[src/rtl/clk_gate_pkg.sv]
// ---------------------------------------------------------------------------
// clk_gate_pkg: shared state encoding and counter sizing for clk_gate_ctrl
// Revision: 1.0
// ---------------------------------------------------------------------------
`default_nettype none

package clk_gate_pkg;

  typedef enum logic [1:0] {
    ST_OFF  = 2'd0,
    ST_WAKE = 2'd1,
    ST_ON   = 2'd2
  } dom_state_t;

  // One counter serves both the wake delay and the idle timeout.
  function automatic int cnt_width(input int idle_cyc, input int wake_cyc);
    int m;
    int w;
    m = (idle_cyc > wake_cyc) ? idle_cyc : wake_cyc;
    w = $clog2(m);
    return (w < 1) ? 1 : w;
  endfunction

endpackage

`default_nettype wire

[src/rtl/clk_gate_dom_fsm.sv]
// ---------------------------------------------------------------------------
// clk_gate_dom_fsm: OFF/WAKE/ON sequencer and counter for one gated domain
// Revision: 1.0
// ---------------------------------------------------------------------------
`default_nettype none

module clk_gate_dom_fsm
  import clk_gate_pkg::*;
#(
  parameter int IDLE_CYC = 16,
  parameter int WAKE_CYC = 2,
  parameter int CNT_W    = 4
) (
  input  logic clk,
  input  logic rst,
  input  logic act,
  input  logic wreq,
  input  logic grant,
  output logic gate_en,
  output logic rdy,
  output logic wake_req,
  output logic is_off
);

  localparam logic [CNT_W-1:0] C_WAKE_LD = CNT_W'(WAKE_CYC - 1);
  localparam logic [CNT_W-1:0] C_IDLE_LD = CNT_W'(IDLE_CYC - 1);

  dom_state_t       r_state;
  dom_state_t       w_state_nx;
  logic [CNT_W-1:0] r_cnt;
  logic [CNT_W-1:0] w_cnt_nx;
  logic             r_gate_en;
  logic             r_rdy;

  always_ff @(posedge clk) begin
    if (rst) begin
      r_state   <= ST_OFF;
      r_cnt     <= '0;
      r_gate_en <= 1'b0;
      r_rdy     <= 1'b0;
    end else begin
      r_state   <= w_state_nx;
      r_cnt     <= w_cnt_nx;
      r_gate_en <= (w_state_nx != ST_OFF);
      r_rdy     <= (w_state_nx == ST_ON);
    end
  end

  always_comb begin
    w_state_nx = r_state;
    w_cnt_nx   = r_cnt;
    case (r_state)
      ST_OFF: begin
        if (grant) begin
          w_state_nx = ST_WAKE;
          w_cnt_nx   = C_WAKE_LD;
        end
      end
      ST_WAKE: begin
        if (r_cnt == '0) begin
          w_state_nx = ST_ON;
          w_cnt_nx   = C_IDLE_LD;
        end else begin
          w_cnt_nx = r_cnt - 1'b1;
        end
      end
      ST_ON: begin
        // Activity on the final idle cycle still wins over gating off.
        if (act) begin
          w_cnt_nx = C_IDLE_LD;
        end else if (r_cnt == '0) begin
          w_state_nx = ST_OFF;
        end else begin
          w_cnt_nx = r_cnt - 1'b1;
        end
      end
      default: begin
        w_state_nx = ST_OFF;
        w_cnt_nx   = '0;
      end
    endcase
  end

  assign gate_en  = r_gate_en;
  assign rdy      = r_rdy;
  assign is_off   = (r_state == ST_OFF);
  assign wake_req = is_off & wreq;

endmodule

`default_nettype wire

[src/rtl/clk_gate_ctrl.sv]
// ---------------------------------------------------------------------------
// clk_gate_ctrl: per-domain clock-gate enables with round-robin wake arbiter
// Revision: 1.0
// ---------------------------------------------------------------------------
`default_nettype none

module clk_gate_ctrl
  import clk_gate_pkg::*;
#(
  parameter int N_DOM    = 4,
  parameter int IDLE_CYC = 16,
  parameter int WAKE_CYC = 2
) (
  input  logic             clk,
  input  logic             rst,
  input  logic             force_on,
  input  logic [N_DOM-1:0] req,
  input  logic [N_DOM-1:0] busy,
  output logic [N_DOM-1:0] gate_en,
  output logic [N_DOM-1:0] rdy,
  output logic             wake_pend
);

  localparam int CNT_W = cnt_width(IDLE_CYC, WAKE_CYC);
  localparam int PTR_W = (N_DOM > 1) ? $clog2(N_DOM) : 1;

  logic [N_DOM-1:0] w_wreq;
  logic [N_DOM-1:0] w_act;
  logic [N_DOM-1:0] w_wake_req;
  logic [N_DOM-1:0] w_is_off;
  logic [N_DOM-1:0] w_grant;
  logic             w_gnt_any;
  logic [PTR_W-1:0] w_gidx;
  logic [PTR_W-1:0] w_idx;
  logic [PTR_W-1:0] w_ptr_nx;
  logic             w_pend;
  logic [PTR_W-1:0] r_ptr;
  logic             r_wake_pend;

  assign w_wreq = req | {N_DOM{force_on}};
  assign w_act  = req | busy | {N_DOM{force_on}};

  genvar gi;
  generate
    for (gi = 0; gi < N_DOM; gi++) begin : g_dom
      clk_gate_dom_fsm #(
        .IDLE_CYC (IDLE_CYC),
        .WAKE_CYC (WAKE_CYC),
        .CNT_W    (CNT_W)
      ) u_fsm (
        .clk      (clk),
        .rst      (rst),
        .act      (w_act[gi]),
        .wreq     (w_wreq[gi]),
        .grant    (w_grant[gi]),
        .gate_en  (gate_en[gi]),
        .rdy      (rdy[gi]),
        .wake_req (w_wake_req[gi]),
        .is_off   (w_is_off[gi])
      );
    end
  endgenerate

  // Scan from r_ptr upward with wrap; first requester found wins.
  always_comb begin
    w_grant   = '0;
    w_gnt_any = 1'b0;
    w_gidx    = '0;
    w_idx     = '0;
    for (int i = 0; i < N_DOM; i++) begin
      w_idx = PTR_W'((int'(r_ptr) + i) % N_DOM);
      if (!rst && !w_gnt_any && w_wake_req[w_idx]) begin
        w_grant[w_idx] = 1'b1;
        w_gnt_any      = 1'b1;
        w_gidx         = w_idx;
      end
    end
  end

  assign w_ptr_nx = (w_gidx == PTR_W'(N_DOM - 1)) ? '0 : w_gidx + 1'b1;
  assign w_pend   = |(w_is_off & w_wreq & ~w_grant);

  always_ff @(posedge clk) begin
    if (rst) begin
      r_ptr       <= '0;
      r_wake_pend <= 1'b0;
    end else begin
      if (w_gnt_any) begin
        r_ptr <= w_ptr_nx;
      end
      r_wake_pend <= w_pend;
    end
  end

  assign wake_pend = r_wake_pend;

endmodule

`default_nettype wire

[config.mk]
export PLATFORM = sky130hd
export DESIGN_NAME = clk_gate_ctrl
export DESIGN_NICKNAME = d
export VERILOG_FILES = /design/src/rtl/clk_gate_pkg.sv /design/src/rtl/clk_gate_dom_fsm.sv /design/src/rtl/clk_gate_ctrl.sv
export SDC_FILE = /design/constraint.sdc
export NUM_CORES = 1
export LEC_CHECK = 0
export ABC_AREA = 1
export CORE_UTILIZATION = 25
export DETAILED_ROUTE_END_ITERATION = 10
export GPL_ROUTABILITY_DRIVEN = 0
export PLACE_DENSITY_LB_ADDON = 0.1
export SETUP_SLACK_MARGIN = 0.2
export SLEW_MARGIN = 40
export SYNTH_ARGS = -nofsm -noshare
export SYNTH_HDL_FRONTEND = slang
export SYNTH_SLANG_ARGS = --single-unit
[constraint.sdc]
create_clock -name clk -period 4.4 [get_ports clk]
set_clock_uncertainty 0.05 [all_clocks]
set_input_delay 1.1 -clock clk [delete_from_list [all_inputs] [get_ports clk]]
set_output_delay 1.1 -clock clk [all_outputs]
set_load 0.02 [all_outputs]
# After elaboration in Yosys (flattened, before gate mapping)
# Index checks and enable logic that the tools add are counted.
# word_totals
regBits,35
out_inout_bits,9
in_bits,11
elab_cells,169
# classes
bitwise,13
reduce_logical,32
eq_ne,21
n_mux,69
magnitude_cmp,8
addsub,8
# op_table
operator,n
$mux W4,20
$pmux W4 S3,4
$mux W2,21
$or A4 B4 Y4,6
$pmux W2 S3,4
$eq A2 B2 Y1 const B,9
$logic_not A4 Y1,4
$sub A4 B1 Y4 const B,4
$lt A2 B3 Y1 const B,4
$mux W1,12
$ne A3 B3 Y1 const B,4
$logic_and A1 B1 Y1,11
$and A4 B4 Y4,2
$bmux W1 S2,4
$demux W1 S2,4
$eq A2 B1 Y1 const B,4
$ge A2 B1 Y1 const B,4
$logic_not A2 Y1,4
$ne A2 B2 Y1 const B,4
$reduce_and A2 Y1,4
$reduce_bool A2 Y1,4
$add A2 B1 Y2 const B,2
$add A2 B2 Y2 const B,2
$and A1 B1 Y1,4
3 further kinds,6

# Logic depth before layout (Yosys ltp)
# logic_depth
depth_word,21
mapped_depth,15

# Modules after synthesis
# Synthesis repeated with hierarchy kept, for this count alone.
# unflattened
hier_cells,420
hier_area_um2,2706.3
# modules_own_cells
module,instances,seq_area_each_um2,area_per_inst_um2,cells_per_inst
clk_gate_dom_fsm,4,160.2,488.0,71
clk_gate_ctrl,1,60.1,754.5,136

# Worst setup path before layout
# No wires, ideal clock.
# synth_timing
path_type,input -> register
from,input port force_on
to,register g_dom[0].u_fsm.r_cnt[0]
t_arrival_ns,2.283
path_stages,12
setup_slack_ns,1.952
cell_sequence,inv_1 nand2_1 nand3_1 nand3_2 nand2_2 nand4_4 nor2_8 nand2_2 nand3_4 nand3_1 nand2_1 nor2_1
# synth_via
elab_chain_cells,20
word_cells_on_any_way,39
# synth_lines
item,line_no,text
start: declaration,clk_gate_ctrl.sv:16,"input logic force_on,"
$or A4 B4 Y4,clk_gate_ctrl.sv:40,assign w_wreq = req | {N_DOM{force_on}};
$and A1 B1 Y1,clk_gate_dom_fsm.sv:87,assign wake_req = is_off & wreq;
$bmux W1 S2,clk_gate_ctrl.sv:72,if (!rst && !w_gnt_any && w_wake_req[w_idx]) begin
$mux W1 (not written as such),clk_gate_ctrl.sv:72,
$logic_and A1 B1 Y1,clk_gate_ctrl.sv:72,
$mux W1,clk_gate_ctrl.sv:72,
$logic_not A1 Y1,clk_gate_ctrl.sv:72,
$logic_and A1 B1 Y1 (2 in a row),clk_gate_ctrl.sv:72,
$mux W1,clk_gate_ctrl.sv:72,
$logic_not A1 Y1,clk_gate_ctrl.sv:72,
$logic_and A1 B1 Y1 (2 in a row),clk_gate_ctrl.sv:72,
$mux W1,clk_gate_ctrl.sv:72,
$logic_not A1 Y1,clk_gate_ctrl.sv:72,
$logic_and A1 B1 Y1 (2 in a row),clk_gate_ctrl.sv:72,
$mux W4,clk_gate_ctrl.sv:72,
$ne A2 B2 Y1 (no line),--,
$reduce_and A2 Y1 (no line),--,
end signal: assignment,clk_gate_dom_fsm.sv:43,r_cnt <= w_cnt_nx;
end: declaration,clk_gate_dom_fsm.sv:30,logic [CNT_W-1:0] r_cnt;
# Several ways; a longest one is shown, not always the timed one. The select of a mux whose other input is x is not followed.
# A chain may end at the register's enable or synchronous reset.

# Worst setup path after layout
# layout_timing
from,input port force_on
to,"register r_wake_pend, in the netlist wake_pend"
# layout_via
elab_chain_cells,21
word_cells_on_any_way,37
# layout_lines
item,line_no,text
$or A4 B4 Y4 (*),clk_gate_ctrl.sv:40,
$and A1 B1 Y1,clk_gate_dom_fsm.sv:87,
$bmux W1 S2,clk_gate_ctrl.sv:72,
$mux W1 (not written as such),clk_gate_ctrl.sv:72,
$logic_and A1 B1 Y1,clk_gate_ctrl.sv:72,
$mux W1,clk_gate_ctrl.sv:72,
$logic_not A1 Y1,clk_gate_ctrl.sv:72,
$logic_and A1 B1 Y1 (2 in a row),clk_gate_ctrl.sv:72,
(+2 left out),--,
$logic_and A1 B1 Y1 (2 in a row),clk_gate_ctrl.sv:72,
$mux W1,clk_gate_ctrl.sv:72,
$logic_not A1 Y1,clk_gate_ctrl.sv:72,
$logic_and A1 B1 Y1 (2 in a row),clk_gate_ctrl.sv:72,
$mux W4,clk_gate_ctrl.sv:72,
$not A4 Y4,clk_gate_ctrl.sv:81,assign w_pend = |(w_is_off & w_wreq & ~w_grant);
$and A4 B4 Y4 (*),clk_gate_ctrl.sv:81,
$reduce_or A4 Y1 (*),clk_gate_ctrl.sv:81,
end signal: assignment,clk_gate_ctrl.sv:91,r_wake_pend <= w_pend;
end: declaration,clk_gate_ctrl.sv:38,logic r_wake_pend;
# Every way passes the cells marked *; elsewhere a longest branch is shown, timed or not. The select of a mux whose other input is x is not followed.

==> metrics <==
DRC viols 0; unrepaired setup endpoints after global routing false; Synth Net Count 407; first-pass iteration count of the detailed router 5; Max H-tree Level 2; CTS tree done; sw frac 0.501; Top FF cell, synth dfxtp_1; cell area after synthesis 2570 µm²; number of post-CTS setup repair buffers 0; Routed WL per cell 11.4 µm; final std cells w/o fill 538; gr usage total 0.125; sw power 1.00 mW; Post-layout nets 423; max_cap viols 0; CTS Buf Count 5; layout cells sized above 1 0.0988; die span in y 103 µm; Worst EP required 4520 ps; Resized cells post-CTS 0; Root Buffer clkbuf_8; CORE AREA 9860 µm²; minimum clock period 3000 ps; Startpoint Class input port; DRT iter0 DRCs 159; syn_area_per_cell 6.64 µm²; YS warnings 0; Seq/Total Area, Yosys 0.272; Data arrival, critical path 3120 ps; CTS Sinks 35; Post-synth EDFFs 0; clock share of power 0.117; static leakage 1.35 nW; Final period util 0.681; post-synth cell types 34; clk slew on worst S/H paths 80 ps; # IOs 20; Min-Delay Path Class reg2reg; antenna violations before repair 0; Util after Layout 0.299; outcome complete, no violations; final hold violation count 0; Die Span X 103 µm; commonest cells after routing, fill and taps aside 77 x nand2_1, 59 x nor2_1, 51 x inv_1; Power Dens Cells 677 nW/µm²; Crit Path Category in2reg; Internal 0.997 mW; setup ws final 1400 ps; setup_tns 0 ps; post-DP HPWL 4.67 mm; Port Buffers 19; Peak Freq 334 MHz; Crit path top cell by count nor2_1; cell count after placement 530; Mapped Cells 388; IR drop worst, VDD 0.165 mV; number of fill cells 1081; kind of end point of the critical path register; Yosys reg bits 35; worst path cell trace clkdlybuf4s50_1 > inv_1 > nand2_1 > nand3_1 > nand3_1 > nand2_2 > inv_1 > nand4_2 > nor2_1 > nor2_4 > nand3b_1 > nand2_1 > nor2_1 > nor2_1; post-route ant nets 0; Worst path slowest cell clkdlybuf4s50_1; clock buffer depth 2; crit-path max FO 5; Rel. slew slack 0.635; Rows 36; Skew-Pair Late Insertion Delay 290 ps; final WL 6.11 mm; largest net degree at the start of global routing 20; gr ovfl total 0; Post-synth ARST share 0; Logic pwr share 0.626; commonest non-fill, non-tap cell in the layout nand2_1; CP delay by family, top simple AND/OR/NAND/NOR gates; starting density of the core 0.261; vias in the first global route 2179; Reg power frac 0.257; final slew viol count 0; endpoints failing setup 0; CP Buf/Inv Count 3; ANT cells 0; die area 10700 µm²; Setup WS pre-CTS 1070 ps; first-pass GRT wire length 10.3 mm; vias per std cell 4.50; via count 2423; Post-CTS Hold Buffers 0; crit-path max cell delay 450 ps; P&R area growth vs syn 14.6%; Area after DPL 2870 µm²; Post-Layout Inst Area 2950 µm²; slew at the pin closest to its max-slew limit 546 ps
## power by group through the flow
stage	logic [mW]	clock network, mW	registers [mW]
after floorplan	1.03	0	0.498
after global placement	1.27	0	0.526
after detailed placement	1.25	0	0.520
after CTS	1.26	0.246	0.513
after global routing	1.42	0.258	0.529
final	1.25	0.234	0.514
## synth_stat cells (8+ instances only)
master	n	area share
buf_4	8	0.023
nand3_1	40	0.078
nand2_2	9	0.022
nor2_4	8	0.035
dfxtp_1	35	0.27
ha_1	8	0.039
inv_1	51	0.074
nor2_1	59	0.086
a21oi_1	26	0.051
nand2_1	77	0.11
## path summary, 6_finish.rpt
check                               start                      end  slack (ps)  cells past startpoint
setup / recovery                 force_on                wake_pend        1400                     14
hold / removal    g_dom[3].u_fsm.r_cnt[3]  g_dom[3].u_fsm.r_cnt[3]         450                      2
setup reg to reg                 r_ptr[0]                wake_pend        1900                     12
hold reg to reg   g_dom[3].u_fsm.r_cnt[3]  g_dom[3].u_fsm.r_cnt[3]         450                      2
## metal layers
metal	GRT usage	routed length (µm)
met3	0.0222	221
met1	0.171	3040
met5	0	0
met2	0.200	2780
met4	0.0368	74
## kinds of logic (layout without fill, tap and decap cells)
group	Yosys count	count (layout)	share of synthesized area
AO/OA/AOI/OAI	53	53	0.119
XOR/XNOR	8	8	0.0272
adder cells (fa/ha/maj)	8	8	0.0389
buffers and inverters	64	81	0.106
flip-flops	35	35	0.272
AND/OR/NAND/NOR	220	220	0.437
## stage by stage
| step | total power, mW | hold WS, ps |
|---|---|---|
| after floorplan | 1.53 | 402 |
| after global placement | 1.79 | 431 |
| after detailed placement | 1.77 | 432 |
| after CTS | 2.02 | 450 |
| after global routing | 2.21 | 482 |
| final | 2.00 | 448 |
## flip-flops by register name (all words and copies together), names as in the netlist
register / count
g_dom.u_fsm.r_state: 8
wake_pend: 1
g_dom.u_fsm.gate_en: 4
g_dom.u_fsm.rdy: 4
g_dom.u_fsm.r_cnt: 16
r_ptr: 2
## worst reg2reg max path: stages, from the launching register on
cell and delay, ps:
dfxtp_1 540, inv_2 180, ha_1 390, inv_1 130, nand3_1 120, nand2_2 150
nand4_2 200, nor2_1 230, nor2_4 60, nand3b_1 110, nand2_1 80, nor2_1 100
nor2_1 50
## area by class of cell
| class | instances | area (µm²) | area share |
|---|---|---|---|
| clock buffer | 7 | 76.3 | 0.0259 |
| timing repair buffer | 21 | 205 | 0.0696 |
| clock inverter | 1 | 5.00 | 0.00170 |
| tap | 133 | 166 | 0.0564 |
| multi-input combinational | 289 | 1600 | 0.543 |
| inverter | 52 | 195 | 0.0662 |
| sequential | 35 | 701 | 0.237 |
Power figures use the tool's default switching activity.
